`config.mk`:
```
export PLATFORM = sky130hd
export DESIGN_NAME = mem_port_arbiter
export DESIGN_NICKNAME = d
export VERILOG_FILES = /design/src/rtl/mem_port_arbiter.sv
export SDC_FILE = /design/constraint.sdc
export NUM_CORES = 1
export LEC_CHECK = 0
export ABC_AREA = 1
export CORE_MARGIN = 1.5
export CORE_UTILIZATION = 40
export CTS_CLUSTER_SIZE = 24
export DETAILED_ROUTE_END_ITERATION = 6
export PLACE_DENSITY = 0.89
export RECOVER_POWER = 100
export SLEW_MARGIN = 0
export SYNTH_ARGS = -nofsm -noshare
export SYNTH_HDL_FRONTEND = slang
export SYNTH_SLANG_ARGS = --single-unit
```
`constraint.sdc`:
```
create_clock -name clk -period 2.1 [get_ports clk]
set_clock_uncertainty 0.05 [all_clocks]
set_input_delay 0.42 -clock clk [delete_from_list [all_inputs] [get_ports clk]]
set_output_delay 0.42 -clock clk [all_outputs]
set_load 0.02 [all_outputs]
```
`src/rtl/mem_port_arbiter.sv`:
```
// Arbiter sharing one single-port synchronous memory between an instruction-fetch
// port and a data port; data has priority, a starvation counter guarantees fetch progress.
module mem_port_arbiter #(
  parameter int MEM_AW   = 6,
  parameter int LAT      = 1,
  parameter int MAX_DATA = 4
) (
  input  logic              clk,
  input  logic              rst_n,
  input  logic              if_req,
  input  logic [31:0]       if_addr,
  output logic [31:0]       if_rdata,
  output logic              if_ready,
  input  logic              d_read,
  input  logic              d_write,
  input  logic [31:0]       d_addr,
  input  logic [31:0]       d_wdata,
  output logic [31:0]       d_rdata,
  output logic              d_ready,
  output logic              mem_en,
  output logic              mem_we,
  output logic [MEM_AW-1:0] mem_addr,
  output logic [31:0]       mem_wdata,
  input  logic [31:0]       mem_rdata,
  output logic              busy
);

  localparam int DATA_W = 32;
  localparam int CNT_W  = 3;
  localparam int SW     = $clog2(MAX_DATA + 1);
  localparam logic [CNT_W-1:0] LAT_M1    = CNT_W'(LAT - 1);
  localparam logic [SW-1:0]    STARV_MAX = SW'(MAX_DATA);

  typedef enum logic [1:0] {
    S_IDLE,
    S_ACCESS,
    S_WAIT,
    S_DONE
  } state_t;

  state_t              r_state;
  state_t              w_state_nxt;
  logic [CNT_W-1:0]    r_cnt;
  logic [CNT_W-1:0]    w_cnt_nxt;
  logic [SW-1:0]       r_starv;
  logic                r_src_d;
  logic                r_we;

  logic                r_mem_en;
  logic                r_mem_we;
  logic [MEM_AW-1:0]   r_mem_addr;
  logic [DATA_W-1:0]   r_mem_wdata;
  logic [DATA_W-1:0]   r_if_rdata;
  logic [DATA_W-1:0]   r_d_rdata;
  logic                r_if_ready;
  logic                r_d_ready;
  logic                r_busy;

  logic                w_dreq;
  logic                w_fetch_forced;
  logic                w_grant_d;
  logic                w_grant_i;
  logic                w_capture;
  logic [31:0]         w_addr_sel;
  logic                w_unused_addr;

  assign w_dreq         = d_read | d_write;
  assign w_fetch_forced = (r_starv == STARV_MAX) && if_req;
  assign w_addr_sel     = w_grant_d ? d_addr : if_addr;
  // Byte offset and bits above the word range are deliberately dropped (address wrap).
  assign w_unused_addr  = &{1'b0, w_addr_sel[31:MEM_AW+2], w_addr_sel[1:0]};

  always_comb begin
    w_state_nxt = r_state;
    w_cnt_nxt   = r_cnt;
    w_grant_d   = 1'b0;
    w_grant_i   = 1'b0;
    w_capture   = 1'b0;
    case (r_state)
      S_IDLE: begin
        if (w_dreq && !w_fetch_forced) begin
          w_grant_d   = 1'b1;
          w_state_nxt = S_ACCESS;
        end else if (if_req) begin
          w_grant_i   = 1'b1;
          w_state_nxt = S_ACCESS;
        end
      end
      S_ACCESS: begin
        if (r_we) begin
          w_state_nxt = S_DONE;
        end else begin
          w_state_nxt = S_WAIT;
          w_cnt_nxt   = LAT_M1;
        end
      end
      S_WAIT: begin
        if (r_cnt == '0) begin
          w_capture   = 1'b1;
          w_state_nxt = S_DONE;
        end else begin
          w_cnt_nxt = r_cnt - 1'b1;
        end
      end
      S_DONE:  w_state_nxt = S_IDLE;
      default: w_state_nxt = S_IDLE;
    endcase
  end

  always_ff @(posedge clk or negedge rst_n) begin
    if (!rst_n) begin
      r_state     <= S_IDLE;
      r_cnt       <= '0;
      r_starv     <= '0;
      r_src_d     <= 1'b0;
      r_we        <= 1'b0;
      r_mem_en    <= 1'b0;
      r_mem_we    <= 1'b0;
      r_mem_addr  <= '0;
      r_mem_wdata <= '0;
      r_if_rdata  <= '0;
      r_d_rdata   <= '0;
      r_if_ready  <= 1'b0;
      r_d_ready   <= 1'b0;
      r_busy      <= 1'b0;
    end else begin
      r_state <= w_state_nxt;
      r_cnt   <= w_cnt_nxt;

      if (w_grant_d || w_grant_i) begin
        r_src_d    <= w_grant_d;
        r_we       <= w_grant_d & d_write;
        r_mem_addr <= w_addr_sel[MEM_AW+1:2];
      end
      if (w_grant_d) begin
        r_mem_wdata <= d_wdata;
      end

      // Only contested data grants count towards starving the fetch port.
      if (w_grant_i) begin
        r_starv <= '0;
      end else if (w_grant_d && if_req && (r_starv != STARV_MAX)) begin
        r_starv <= r_starv + 1'b1;
      end

      if (w_capture) begin
        if (r_src_d) begin
          r_d_rdata <= mem_rdata;
        end else begin
          r_if_rdata <= mem_rdata;
        end
      end

      r_mem_en   <= w_grant_d | w_grant_i;
      r_mem_we   <= w_grant_d & d_write;
      r_d_ready  <= (w_state_nxt == S_DONE) &  r_src_d;
      r_if_ready <= (w_state_nxt == S_DONE) & ~r_src_d;
      r_busy     <= (w_state_nxt != S_IDLE);
    end
  end

  assign mem_en    = r_mem_en;
  assign mem_we    = r_mem_we;
  assign mem_addr  = r_mem_addr;
  assign mem_wdata = r_mem_wdata;
  assign if_rdata  = r_if_rdata;
  assign d_rdata   = r_d_rdata;
  assign if_ready  = r_if_ready;
  assign d_ready   = r_d_ready;
  assign busy      = r_busy;

endmodule

```
* Yosys cells after proc, flatten, opt, wreduce, memory -nomap -nowiden
Index checks and enable logic that the tools add are counted.
Widths: inputs -> output; s select.
** Cells by class
- Add/sub/neg operators :: 2
- Equality and inequality tests :: 8
- Mux-type cells :: 18
- Bitwise logic cells :: 6
- Reduce and logical (&&, ||, !) cells :: 14
** Operators by type and width (count)
- $mux 3 :: 4
- $mux 1 :: 8
- $mux 8 :: 1
- $pmux 2 s4 :: 1
- $eq 2x2->1 const B :: 3
- $mux 2 :: 3
- $pmux 3 s2 :: 1
- $reduce_bool 2->1 :: 3
- $logic_and 1x1->1 :: 4
- $ne 2x2->1 const B :: 2
- $reduce_and 2->1 :: 2
- $add 3x1->3 const B :: 1
- $and 1x1->1 :: 3
- $eq 3x3->1 const B :: 1
- $logic_not 3->1 :: 1
- $ne 3x3->1 const B :: 1
- $reduce_and 3->1 :: 1
- $sub 3x1->3 const B :: 1
- $eq 2x1->1 const B :: 1
- $logic_not 2->1 :: 1
- $or 1x1->1 :: 2
- $logic_not 1->1 :: 1
- $logic_or 1x1->1 :: 1
- $not 1->1 :: 1
** Storage, ports and cells
- Register bits :: 117
- Bits of input ports :: 133
- Output and inout bits :: 107

* Longest topological paths before layout
- Depth after elaboration :: 10
- Mapped depth :: 9

* Worst setup path before layout
Ideal clock, no wire load.
- Path kind :: reg2reg
- From :: register r_state[0]
- To :: register r_d_rdata[12], in the netlist d_rdata[12]
- Library setup time :: 0.126 ns
- Data arrival time :: 1.303 ns
- Required time :: 1.924 ns
- Setup slack :: 0.621 ns
- Cell stages (with the launch flop) :: 9
- Path buffers :: 1
- Cells stage by stage :: dfrtp_1 -> inv_1 -> ha_1 -> nand3_2 -> inv_2 -> nand2_4 -> buf_4 -> nand2_1 -> o21ai_0
** On the way
- Longest elaborated chain between the ends :: 3
** Ends and longest elaborated chain
- start: declaration :: line 41 : state_t r_state;
- start signal: assignment :: line 127 : r_state <= w_state_nxt;
- $eq 2x2->1 :: line 79 : case (r_state)
- $mux 1 :: line 79
- $reduce_and 2->1 (no line)
- end signal: assignment :: line 148 : r_d_rdata <= mem_rdata;
- end: declaration :: line 54 : logic [DATA_W-1:0] r_d_rdata;
Every way passes these cells.
A chain may end at the register's enable or synchronous reset.

* Final worst setup path
- From :: register r_if_rdata[31], in the netlist if_rdata[31]
- To :: output if_rdata[31]
** RTL lines
- start: declaration :: line 53 : logic [DATA_W-1:0] r_if_rdata;
- start signal: assignment :: line 150 : r_if_rdata <= mem_rdata;
- end: declaration :: line 12 : output logic [31:0] if_rdata,
No word-level cell between the ends.

==> qor.csv <==
stage,metric,value,unit
run_status,status,"finished, final reports clean",
cells_and_area,P&R area growth vs syn,52.23,%
global_routing,initial antenna violation count,0,
setup_path,Crit Reg-Reg Endpoint,if_rdata[29]$_DFFE_PN0P_,
pwr,Static Leak,3.589,nW
setup_path,crit-path cells,dlygate4sd3_1,
hold_path,hold-critical path depth,2,
pwr,Pwr Density,1669,mW/mm^2
sta,unrepaired setup endpoints after global routing,yes,
setup_path,WP data required,1.63,ns
placed_design,post-DP HPWL,8383,um
cells_and_area,Layout Cell Area excl Fill,0.007118,sq mm
logic_synthesis,"top cells by area, synth","dfrtp_1 (63%), nand2_1 (14%), o21ai_0 (5.1%)",
cells_and_area,FF/Latch Area,0.002928,sq mm
setup_path,Bufs and invs on worst path,1,
global_routing,vias in the first global route,4222,
clock_tree,clock tree buffer depth,2,
hold_path,Hold Path End,mem_wdata[1]$_DFFE_PN0P_,
route,DR vias/cell,4.739,
cells_and_area,final core utilization,62.34,%
sta,fin crit period,1.937,ns
sta,Peak Freq,516.3,MHz
global_routing,total track usage,20.40,%
die,area of the core,0.01142,sq mm
placed_design,IO buf count,187,
placed_design,Place WS,-0.01720,ns
sta,worst slew pin tran,0.7769,ns
sta,setup TNS,0,ns
global_routing,largest net degree at the start of global routing,65,
die,Die Y,111.1,um
die,Ports,240,
logic_synthesis,"Seq/Total Area, Yosys",62.62,%
setup_path,crit end category,primary output,
global_routing,GRT Residual Overflow,0,
setup_path,crit-path max FO,2,
cells_and_area,final layout net count,819,
clock_tree,setup bufs post-CTS,0,
pwr,Max VDD drop,0.9303,mV
setup_path,Critical Path AT,1.47,ns
setup_path,reg2reg path depth,6,
logic_synthesis,post-synth top area share,62.62,%
die,initial core utilization,40.95,%
clock_tree,clk slew on worst S/H paths,0.05,ns
die,Row Count,39,
setup_path,"reg-to-reg slack, setup",0.18,ns
sta,Final Slew Violations,0,
clock_tree,Num Clock Sinks,117,
hold_path,Hold Path Class,reg2reg,
clock_tree,CTS root buffer,clkbuf_16,
sta,"Hold Vio Cnt, Final",0,
logic_synthesis,Seq cells post-synth,117,
placed_design,Placed Area,0.006591,sq mm
route,DRC violations left,0,
flow_run,MaxCap Viol Count,0,
clock_tree,CTS tree,built,
logic_synthesis,Post-Syn Area per Cell,9.661,sq um
route,total number of vias,3938,
route,final WL,11840,um
setup_path,CP Launch Type,register,
route,Avg WL per Cell,14.24,um
clock_tree,clk_lat worst skew,0.41,ns
sta,Tcrit/Tclk final,92.24,%
setup_path,Critical R2R Launch,r_state[0]$_DFF_PN0_,
clock_tree,Resized cells post-CTS,0,
logic_synthesis,Syn Std Cell Area,0.004676,sq mm
logic_synthesis,Synth warnings,0,
logic_synthesis,Syn Inst Count,484,
sta,setup ws final,0.1630,ns
setup_path,critical path's largest stage delay,0.72,ns
pwr,Pwr Total,11.88,mW
cells_and_area,# diodes,0,
die,die footprint,0.01235,sq mm
hold_path,hold path startpoint,mem_wdata[1]$_DFFE_PN0P_,
setup_path,critical path class,reg2out,
cells_and_area,multi-input logic area,0.001351,sq mm
logic_synthesis,Synth Net Count,625,
clock_tree,H-Tree Level Count,4,
setup_path,Top Family by Delay on Critical Path,buffers and inverters,
logic_synthesis,Synth area leader,dfrtp_1,
route,drt first-iter violations,250,
sta,# setup viols final,0,
die,width of the die,111.1,um
cells_and_area,fraction of layout cells with a size suffix above 1,5.378,%
logic_synthesis,Synth cell types,23,
placed_design,routability congestion estimate,0.8052,
global_routing,first-pass GRT wire length,19980,um
sta,slew margin rel.,48.21,%
route,Detail Route Antenna Nets,0,
cells_and_area,Filler cells,891,
setup_path,"slowest stage cell, crit path",dlygate4sd3_1,
clock_tree,clock buffer count from CTS,17,
route,first drt pass iteration count,4,
-- logic make-up after synthesis --
family	synth area share [%]
AO/OA/AOI/OAI	8.028
XOR/XNOR	0.3747
adder cells (fa/ha/maj)	2.141
buffers and inverters	8.162
flip-flops	62.62
AND/OR/NAND/NOR	18.68
-- worst max path at each step --
stage / to / slack [ns] / depth (start not counted) / startpoint
after floorplan: d_rdata[12]$_DFFE_PN0P_ / 0.62 / 8 / r_state[0]$_DFF_PN0_
after global placement: r_src_d$_DFFE_PN0P_ / 0.06 / 6 / if_req
after detailed placement: r_src_d$_DFFE_PN0P_ / -0.02 / 6 / if_req
after CTS: d_rdata[15]$_DFFE_PN0P_ / 0.14 / 6 / r_state[0]$_DFF_PN0_
after global routing: if_rdata[28]$_DFFE_PN0P_ / -0.03 / 6 / r_state[0]$_DFF_PN0_
final: if_rdata[31] / 0.16 / 1 / if_rdata[31]$_DFFE_PN0P_
-- sequential cells by signal, indices dropped and copies added (netlist names) --
signal	count
r_src_d	1
r_state	2
r_we	1
r_starv	3
mem_en	1
busy	1
mem_we	1
r_cnt	3
d_rdata	32
d_ready	1
if_ready	1
if_rdata	32
mem_wdata	32
mem_addr	6
-- per-layer routing --
metal  GRT usage (%)  share of wire [%]  wire length [um]  vias up
li1                -                  -                 -     1901
met1           22.88                 39              4674     1834
met2           33.29                 49              5743      178
met3           8.912                9.9              1176       25
met4           10.04                2.1               243        0
met5               0                  0                 0        -
-- area by class of cell --
class | instances | area share [%]
sequential | 117 | 41.13
timing repair buffer | 195 | 26.96
multi-input combinational | 298 | 18.98
clock buffer | 24 | 6.767
inverter | 49 | 2.584
tap | 143 | 2.514
clock inverter | 5 | 1.055
-- stage by stage --
| stage | hold slack, ns | instances |
|---|---|---|
| 2_1_floorplan | 0.07441 | 484 |
| 3_3_place_gp | 0.3283 | 801 |
| 3_5_place_dp | 0.3305 | 801 |
| 4_1_cts | 0.4203 | 831 |
| 5_1_grt | 0.4307 | 831 |
| 6_report | 0.4103 | 831 |
-- synth_stat cells --
| library cell | number |
|---|---|
| buf_2 | 2 |
| nor2_1 | 6 |
| nand3_1 | 19 |
| ha_1 | 8 |
| a21oi_1 | 1 |
| nand2_2 | 1 |
| o21ai_0 | 48 |
| nand2_1 | 180 |
| a21o_1 | 1 |
| buf_4 | 4 |
| nand4_1 | 1 |
| or2_2 | 1 |
| xor2_1 | 2 |
| nand2_4 | 3 |
| nand3_2 | 1 |
| dfrtp_1 | 117 |
| o21a_1 | 1 |
| nor2_4 | 1 |
| o21ai_1 | 23 |
| inv_1 | 47 |
| buf_6 | 14 |
| and2_1 | 1 |
| inv_2 | 2 |
-- layout by cell type (no fill, tap or decap), types with 2 or more instances in the layout --
| cell | synthesis | layout |
|---|---|---|
| nand2_1 | 180 | 181 |
| dfrtp_1 | 117 | 117 |
| dlygate4sd3_1 | 0 | 108 |
| clkdlybuf4s50_1 | 0 | 79 |
| o21ai_0 | 48 | 60 |
| inv_1 | 47 | 47 |
| nand3_1 | 19 | 19 |
| clkbuf_16 | 0 | 17 |
| o21ai_1 | 23 | 11 |
| ha_1 | 8 | 8 |
| nor2_1 | 6 | 7 |
| clkbuf_1 | 0 | 7 |
| clkbuf_8 | 0 | 3 |
| clkinv_2 | 0 | 3 |
| inv_2 | 2 | 2 |
| nand2_4 | 3 | 2 |
| xor2_1 | 2 | 2 |
| bufinv_16 | 0 | 2 |
| clkbuf_2 | 0 | 2 |
| buf_4 | 4 | 2 |
-- report_power, final --
group	switching (mW)	leakage, nW	internal (mW)
Clock	0.916	0.276	1.81
Sequential	0.580	1.43	3.38
Combinational	3.07	1.88	2.13
Total	4.56	3.59	7.32
-- what timing repair did --
| item | 4_1_cts | 5_1_grt |
|---|---|---|
| hold endpoints to repair | 29 | 0 |
| setup endpoints to repair | 0 | 7 |
| hold buffers | 1 | 0 |
Power figures use the tool's default switching activity.
